**src/rtl/data_c_beat_pack.sv**
```systemverilog
// Serial-to-parallel packer: gathers NUM beats of DSIZE into one registered valid/ready word.
// Optional partial-word flush and lane count: define DATA_C_BEAT_PACK_FLUSH_EN.
module data_c_beat_pack #(
    parameter int unsigned NUM   = 4,
    parameter int unsigned DSIZE = 32
) (
    input  logic                       clock,
    input  logic                       rst,
    input  logic                       in_valid,
    input  logic [DSIZE-1:0]           in_data,
    output logic                       in_ready,
`ifdef DATA_C_BEAT_PACK_FLUSH_EN
    input  logic                       flush,
    output logic [$clog2(NUM+1)-1:0]   out_cnt,
`endif
    output logic                       out_valid,
    output logic [NUM*DSIZE-1:0]       out_data,
    input  logic                       out_ready
);

    localparam int unsigned CW  = $clog2(NUM);
    localparam int unsigned OCW = $clog2(NUM + 1);
    localparam logic [CW-1:0] CntLast = CW'(NUM - 1);

    logic [CW-1:0]        cnt_q;
    logic [DSIZE-1:0]     lane_q [NUM-1];
    logic [NUM*DSIZE-1:0] out_data_q;
    logic                 out_valid_q;

    logic                 slot_free;
    logic                 cnt_last;
    logic                 accept;
    logic                 complete;
    logic                 flush_fire;
    logic [NUM*DSIZE-1:0] full_word;

    assign slot_free = !out_valid_q || out_ready;
    assign cnt_last  = (cnt_q == CntLast);
    // Only the final beat of a word needs the output slot, so earlier beats keep flowing.
    assign in_ready  = !cnt_last || slot_free;
    assign accept    = in_valid && in_ready;
    assign complete  = accept && cnt_last;

    assign out_valid = out_valid_q;
    assign out_data  = out_data_q;

    always_comb begin
        full_word = '0;
        for (int i = 0; i < int'(NUM) - 1; i++) begin
            full_word[i*DSIZE +: DSIZE] = lane_q[i];
        end
        full_word[(NUM-1)*DSIZE +: DSIZE] = in_data;
    end

`ifdef DATA_C_BEAT_PACK_FLUSH_EN
    logic [NUM*DSIZE-1:0] part_word;
    logic [OCW-1:0]       part_cnt;
    logic [OCW-1:0]       out_cnt_q;

    // A beat accepted alongside the flush lands in lane cnt and is emitted with the rest.
    assign flush_fire = flush && slot_free && !complete && ((cnt_q != '0) || accept);
    assign part_cnt   = OCW'(cnt_q) + OCW'(accept);
    assign out_cnt    = out_cnt_q;

    always_comb begin
        part_word = '0;
        for (int i = 0; i < int'(NUM) - 1; i++) begin
            if (i < int'(cnt_q)) begin
                part_word[i*DSIZE +: DSIZE] = lane_q[i];
            end else if ((i == int'(cnt_q)) && accept) begin
                part_word[i*DSIZE +: DSIZE] = in_data;
            end
        end
    end

    always_ff @(posedge clock or posedge rst) begin
        if (rst) begin
            out_cnt_q <= '0;
        end else if (complete) begin
            out_cnt_q <= OCW'(NUM);
        end else if (flush_fire) begin
            out_cnt_q <= part_cnt;
        end
    end
`else
    assign flush_fire = 1'b0;
`endif

    always_ff @(posedge clock or posedge rst) begin
        if (rst) begin
            cnt_q <= '0;
        end else if (complete || flush_fire) begin
            cnt_q <= '0;
        end else if (accept) begin
            cnt_q <= cnt_q + 1'b1;
        end
    end

    // Lanes are never cleared on completion; the next word's beats overwrite them.
    always_ff @(posedge clock or posedge rst) begin
        if (rst) begin
            for (int i = 0; i < int'(NUM) - 1; i++) begin
                lane_q[i] <= '0;
            end
        end else begin
            for (int i = 0; i < int'(NUM) - 1; i++) begin
                if (accept && !cnt_last && (cnt_q == CW'(i))) begin
                    lane_q[i] <= in_data;
                end
            end
        end
    end

    always_ff @(posedge clock or posedge rst) begin
        if (rst) begin
            out_valid_q <= 1'b0;
            out_data_q  <= '0;
        end else if (complete) begin
            out_valid_q <= 1'b1;
            out_data_q  <= full_word;
`ifdef DATA_C_BEAT_PACK_FLUSH_EN
        end else if (flush_fire) begin
            out_valid_q <= 1'b1;
            out_data_q  <= part_word;
`endif
        end else if (out_ready) begin
            out_valid_q <= 1'b0;
        end
    end

endmodule

```
**config.mk**
```make
export PLATFORM = sky130hd
export DESIGN_NAME = data_c_beat_pack
export DESIGN_NICKNAME = d
export VERILOG_FILES = /design/src/rtl/data_c_beat_pack.sv
export SDC_FILE = /design/constraint.sdc
export NUM_CORES = 1
export LEC_CHECK = 0
export ABC_AREA = 1
export CAP_MARGIN = 20
export CORE_MARGIN = 2
export CORE_UTILIZATION = 55
export CTS_BUF_LIST = sky130_fd_sc_hd__clkbuf_2 sky130_fd_sc_hd__clkbuf_4 sky130_fd_sc_hd__clkbuf_8
export DETAILED_ROUTE_END_ITERATION = 16
export PLACE_DENSITY_LB_ADDON = 0.15
export SYNTH_ARGS = -nofsm -noshare
export SYNTH_HDL_FRONTEND = slang
export SYNTH_SLANG_ARGS = --single-unit
```
**constraint.sdc**
```tcl
create_clock -name clock -period 9.9 [get_ports clock]
set_clock_uncertainty 0.15 [all_clocks]
set_input_delay 0.99 -clock clock [delete_from_list [all_inputs] [get_ports clock]]
set_output_delay 0.99 -clock clock [all_outputs]
set_load 0.1 [all_outputs]
```
; ---- Yosys cells after proc, flatten, opt, wreduce, memory -nomap -nowiden
; Cells that the tools add are included.
[word_totals]
elab_cells = 27
latchBits = 0
in_bits = 36
output_inout_bits = 130
mem_bits_ro = 0
register_bits = 227
ramBits = 0
n_memories = 0
[op_classes]
order_cmp = 0
div_mod_pow = 0
addsub = 1
n_bitwise = 0
n_mul = 0
eq_ne = 3
mux = 4
n_shift = 0
reduce_logical = 13
[op_table]
columns = cell, count
row1 = $logic_and 1x1->1, 6
row2 = $eq 2x2->1 const B, 2
row3 = $mux 2, 2
row4 = $reduce_bool 2->1, 2
row5 = $add 2x1->2 const B, 1
row6 = $eq 2x1->1 const B, 1
row7 = $logic_not 1->1, 2
row8 = $logic_not 2->1, 1
row9 = $logic_or 1x1->1, 2
row10 = $mux 1, 2

; ---- Longest topological paths before layout
[logic_depth]
depth_word = 6
ltp_mapped = 8
depth_no_buf = 6

; ---- Worst setup path before layout
; Ideal clock, no wire load.
[synth_timing]
path_kind = reg2out
start = register out_valid_q, in the netlist out_valid
end = output in_ready
t_required_ns = 8.760
slack_ns = 6.841
path_stages_with_launch = 2
t_arrival_ns = 1.919
cell_sequence = dfrtp_1 > nand3_1
[synth_between]
elab_chain_len = 3
[synth_lines]
columns = element, line_no
row1 = start: declaration, 28  ; logic out_valid_q;
row2 = start signal: assignment, 116  ; out_valid_q <= 1'b0;
row3 = start signal: assignment, 119  ; out_valid_q <= 1'b1;
row4 = start signal: assignment, 127  ; out_valid_q <= 1'b0;
row5 = $logic_not 1->1, 37  ; assign slot_free = !out_valid_q || out_ready;
row6 = $logic_or 1x1->1, 37
row7 = $logic_or 1x1->1, 40  ; assign in_ready = !cnt_last || slot_free;
row8 = end: declaration, 11  ; output logic in_ready,
; No other way between the ends.

; ---- Worst setup path after layout
[layout_timing]
start = register cnt_q[0]
end = output in_ready
[layout_between]
elab_chain_len = 3
[layout_lines]
columns = element, line_no
row1 = start: declaration, 25  ; logic [CW-1:0] cnt_q;
row2 = start signal: assignment, 95  ; cnt_q <= cnt_q + 1'b1;
row3 = $eq 2x2->1, 38  ; assign cnt_last = (cnt_q == CntLast);
row4 = $logic_not 1->1, 40
row5 = $logic_or 1x1->1, 40
; No other way between the ends.

==> summary.txt <==
run status: finished, final reports clean
crit-path max FO: 58
sequential share of the synthesized area: 60.3%
Final Setup Violations: 0
most frequent cell after synthesis: nand2_1
GRT overflow: 0
first-pass GRT wire length: 39.2 mm
yosys synthesis warning count: 0
die area: 18200 sq um
Worst Hold Class: reg -> reg
row count: 47
most area-consuming cells after synthesis: dfrtp_1, nand2_1, nand4_1
# DRC: 0
clock transition at the registers of the reported paths: 60 ps
first drt pass iteration count: 5
CTS Buf Count: 38
core area: 16600 sq um
largest net degree at the start of global routing: 133
Final Hold Viols: 0
io pins: 166
routed via count: 7556
FMAX: 251 MHz
number of max-cap violations: 0
Die H: 135 um
Slew Limit Fails: 0
CTS Sinks: 227
most instantiated cells after synthesis: nand2_1, dfrtp_1, nand4_1
Max clock buf depth: 3
cell area after layout: 11600 sq um
Area after DPL: 10800 sq um
GPL Wtd Cong: 0.815
Root Buffer: clkbuf_8
GR Util All Layers: 27.7%
postcts setup bufs: 0
Register-to-Register Path Depth: 5
P&R area growth vs syn: 23.2%
slew of the pin with the lowest slew margin: 1070 ps
H-tree depth: 2
Arrival @ worst endpoint: 2850 ps
mean number of vias per cell: 5.44
Die W: 135 um
Skew-Pair Late Insertion Delay: 520 ps
Yosys cell types: 15
Finished Layout Cells: 1390
relative slew slack: 28.6%
Startpoint Class: register
Min-Delay Path Depth: 2
vias in the first global route: 7166
Post-DP HPWL: 14.9 mm
FF+latch count, synth: 227
setup TNS: 0 ps
layout cells sized above 1: 7.61%
I/O Buffers: 165
n_diodes: 0
# nets final: 1182
cells after synthesis: 1007
EDFF count, synth: 0
cts hold-fix bufs: 0
CP required: 8760 ps
synthesized area per cell: 9.36 sq um
RSZ-0062 raised after global routing: false
Post-synth ARST share: 100%
Worst setup EP type: primary output
drt initial violations: 656
top cell type's share of synthesized area: 60.3%
# placed instances: 1322
min cycle time layout: 3990 ps
starting density of the core: 56.6%
CTS tree: built
Synth area leader: dfrtp_1
Antenna Nets Post-Route: 0
fin crit share: 40.3%
Synth Flop Type: dfrtp_1
Resized cells post-CTS: 0
Synth Cell Area: 9420 sq um
mean routed wirelength per cell: 17.7 um
Setup CP Type: reg -> out
Synth Net Count: 1047
initial antenna violation count: 0
final wirelength: 24.6 mm
-- area by class of cell --
class / count / area [sq um]
multi-input combinational: 695 / 3100
fill: 1323 / 5040
sequential: 227 / 5680
tap: 220 / 275
clock inverter: 4 / 20.0
clock buffer: 64 / 800
timing repair buffer: 171 / 1690
inverter: 9 / 41.3
-- cells by family after synthesis --
logic type,synth area share [%]
adder cells (fa/ha/maj),0.531
buffers and inverters,7.13
flip-flops,60.3
AND/OR/NAND/NOR,32.1
-- layer usage --
metal | share of wire [%] | vias up | global-route usage (%)
met2 | 45 | 311 | 40.3
li1 | - | 3522 | -
met3 | 8.7 | 41 | 7.39
met4 | 2.6 | 0 | 9.24
met1 | 44 | 3682 | 40.8
met5 | 0 | - | 0
-- through the flow --
stage | hold slack [ps] | setup slack [ps] | utilization [%]
2_1_floorplan | 299 | 2540 | -
3_3_place_gp | 303 | 5940 | 64.8
3_5_place_dp | 308 | 5910 | 64.8
4_1_cts | 322 | 5860 | 69.7
5_1_grt | 336 | 5800 | 69.7
6_report | 318 | 5910 | 69.7
-- path summary, 6_finish.rpt --
path,start,slack (ps),end
max in group asynchronous,rst,7450,full_word[60]$_DFFE_PP0P_
worst max-delay path,cnt_q[0]$_DFFE_PP0P_,5910,in_ready
min in group asynchronous,rst,920,out_data[56]$_DFFE_PP0P_
worst min register to register,out_data[43]$_DFFE_PP0P_,320,out_data[43]$_DFFE_PP0P_
worst min-delay path,out_data[43]$_DFFE_PP0P_,320,out_data[43]$_DFFE_PP0P_
worst max register to register,out_valid$_DFFE_PP0P_,6990,out_data[18]$_DFFE_PP0P_
-- layout by cell type (no fill, tap or decap), drive strengths merged --
cell | netlist | layout
dfrtp | 227 | 227
nand4 | 128 | 128
buf | 72 | 7
nand3 | 3 | 3
clkbuf | 4 | 64
ha | 4 | 4
clkinv | 0 | 4
clkdlybuf4s50 | 0 | 164
nor2 | 4 | 4
inv | 9 | 9
nand2 | 556 | 556
-- sequential cells by signal, summed over array words and instances (netlist names) --
| register | cells |
|---|---|
| cnt_q | 2 |
| out_data | 128 |
| out_valid | 1 |
| full_word | 96 |
-- worst max-delay path, stage by stage (launching register included) --
cell and delay, ps:
dfrtp_1 440, ha_4 620, nand3_1 240, clkdlybuf4s50_1 1020
Power is not shown: default switching activity piles up to over one toggle a cycle in this logic, so the estimate is an artifact.
==> RTL change, RTL diff (same flow settings) <==
Change the parameter `NUM` from 4 to 8.
--- a/src/rtl/data_c_beat_pack.sv
+++ b/src/rtl/data_c_beat_pack.sv
@@ -3,3 +3,3 @@
 module data_c_beat_pack #(
-    parameter int unsigned NUM   = 4,
+    parameter int unsigned NUM   = 8,
     parameter int unsigned DSIZE = 32
Interface: changed (resized out_data); port bits go from 166 to 294. The function was not compared with the original's and may differ.
==> RTL change against the unedited design <==
- final area up 110%
- die area is 100% higher
- count of clock-buffer cells in the layout grew 62
- synthesized area up 110%
- non-clock buffer count grew 145
- worst setup slack worse by 0.41 ns
- core utilization down 1.7 points
- wire length is 140% higher
- synthesized cell count rose by 120%
- sequential cell count is 257 higher
Power is left out: the tool's default activity adds up to more than one toggle a clock period on the data nets, which glitch-free logic cannot reach.
==> RTL change: results (changes against the unedited design) <==
- Status: finished clean (unchanged)
- FF-to-FF End: full_word[74] (was out_data[18])
- Largest net degree at the start of global routing: 179 (was 133)
- Number of DRC markers in iteration 0: 1,691 (was 656)
- Routed len/inst: 20.7 um (was 17.7 um)
- Nets: 2,413 (was 1,182)
- Arr. time, crit path: 3.26 ns (was 2.85 ns)
- HPWL Detailed: 34,100 um (was 14,900 um)
- Layout cell share with drive strength beyond 1: 7.29% (was 7.61%)
- Slowest cell on crit path: clkdlybuf4s50_1 (unchanged)
- Hold EP: out_data[133] (was out_data[43])
- Clk buf depth: 3 (unchanged)
- EDFF count, synth: 0 (unchanged)
- Clock latency on the worst-skew pair: 0.62 ns (was 0.52 ns)
- R2R depth: 8 (was 5)
- H-tree depth: 3 (was 2)
- Setup bufs post-CTS: 0 (unchanged)
- CP top delay family: buffers and inverters (unchanged)
- Unique masters post-synth: 16 (was 15)
- Crit-path max cell delay: 1.06 ns (was 1.02 ns)
- Port Buffers: 293 (was 165)
- Pre-CTS WS: 5.63 ns (was 5.91 ns)
- Antenna violations before repair: 0 (unchanged)
- Prevailing post-synth register cell: dfrtp_1 (unchanged)
- Number of global-route vias before repair: 15.6k (was 7,166)
- GPL Wtd Cong: 0.803 (was 0.815)
- Hold Startpoint: out_data[133] (was out_data[43])
- Reg2Reg Setup Slack: 5.83 ns (was 6.99 ns)
- Total CTS buffers: 78 (was 38)
- WHS: 0.319 ns (was 0.318 ns)
- Synth top area cells: dfrtp_1 (62%), nand2_1 (21%), nand4_1 (8.3%) (was dfrtp_1 (60%), nand2_1 (22%), nand4_1 (8.5%))
- All-Layer GR Usage: 32.5% (was 27.7%)
- Clock root buffer: clkbuf_8 (unchanged)
- Synthesized Nets: 2,217 (was 1,047)
- Reg2reg start: cnt_q[0] (was out_valid)
- Fillers: 2,839 (was 1,323)
- Hold crit path type: register to register (unchanged)
- Reg clk slew, reported paths: 0.06 ns (about the same)
- Most frequent cells after synthesis: nand2_1 (1,102), dfrtp_1 (484), nand4_1 (259) (was nand2_1 (551), dfrtp_1 (227), nand4_1 (128))
- Max FFs per register: 256 (was 128)
- Async set-reset flop share out of synthesis: 100% (unchanged)
- Antenna diodes: 0 (unchanged)
- First-pass GRT wire length: 90,700 um (was 39,200 um)
- Worst slew pin tran: 1.12 ns (was 1.07 ns)
- Hold Crit Depth: 2 (unchanged)
- TritonRoute pass-1 iters: 7 (was 5)
- Yosys Warn Count: 0 (unchanged)
- Register area share after synthesis: 61.7% (was 60.3%)
- Post-CTS Resized: 0 (unchanged)
- Vias per std cell: 5.74 (was 5.44)
- Worst-path fanout max: 44 (was 58)
==> RTL change: worst max path at each step <==
stage / start / to / slack, ns / cells past startpoint
final: cnt_q[2] / in_ready / 5.50 / 3
after global routing: cnt_q[2] / in_ready / 5.38 / 3
after floorplan: rst / cnt_q[0] / 2.20 / 1
after global placement: in_valid / full_word[149] / 5.59 / 6
after CTS: cnt_q[2] / in_ready / 5.50 / 3
after detailed placement: out_ready / out_data[241] / 5.63 / 7
==> RTL change: per-stage QoR <==
step | std cells | cell area, um^2
floorplan | 2175 | 19600
global placement | 2748 | 22300
detailed placement | 2749 | 22300
CTS | 2885 | 24000
global route | 2888 | 24100
finish | 2888 | 24100
==> RTL change: final cells by class <==
| cell class | instances | share of cell area, % |
|---|---|---|
| Inverter | 12 | 0.203 |
| Multi-Input combinational cell | 1479 | 26.9 |
| Clock buffer | 126 | 6.55 |
| Sequential cell | 484 | 50.3 |
| Clock inverter | 10 | 0.353 |
| Timing Repair Buffer | 316 | 13.3 |
| Tap cell | 461 | 2.39 |
==> RTL change: cell families (layout without fill, tap and decap cells) <==
| group | Yosys count | in the layout | synth area share (%) |
|---|---|---|---|
| flip-flops | 484 | 484 | 61.7 |
| buffers and inverters | 212 | 464 | 5.48 |
| AND/OR/NAND/NOR | 1473 | 1473 | 32.4 |
| adder cells (fa/ha/maj) | 6 | 6 | 0.382 |
==> RTL change: layer usage <==
metal  GRT usage, %  wire (um)
met2           46.1      26100
met3           12.1       6990
met4           15.3       2700
met5              0          0
met1           44.6      23900
==> RTL change: worst min-delay path, cell delays in order, from the launching register on <==
cell	delay (ns)
dfrtp_1	0.34
nand2_1	0.06
nand2_1	0.05
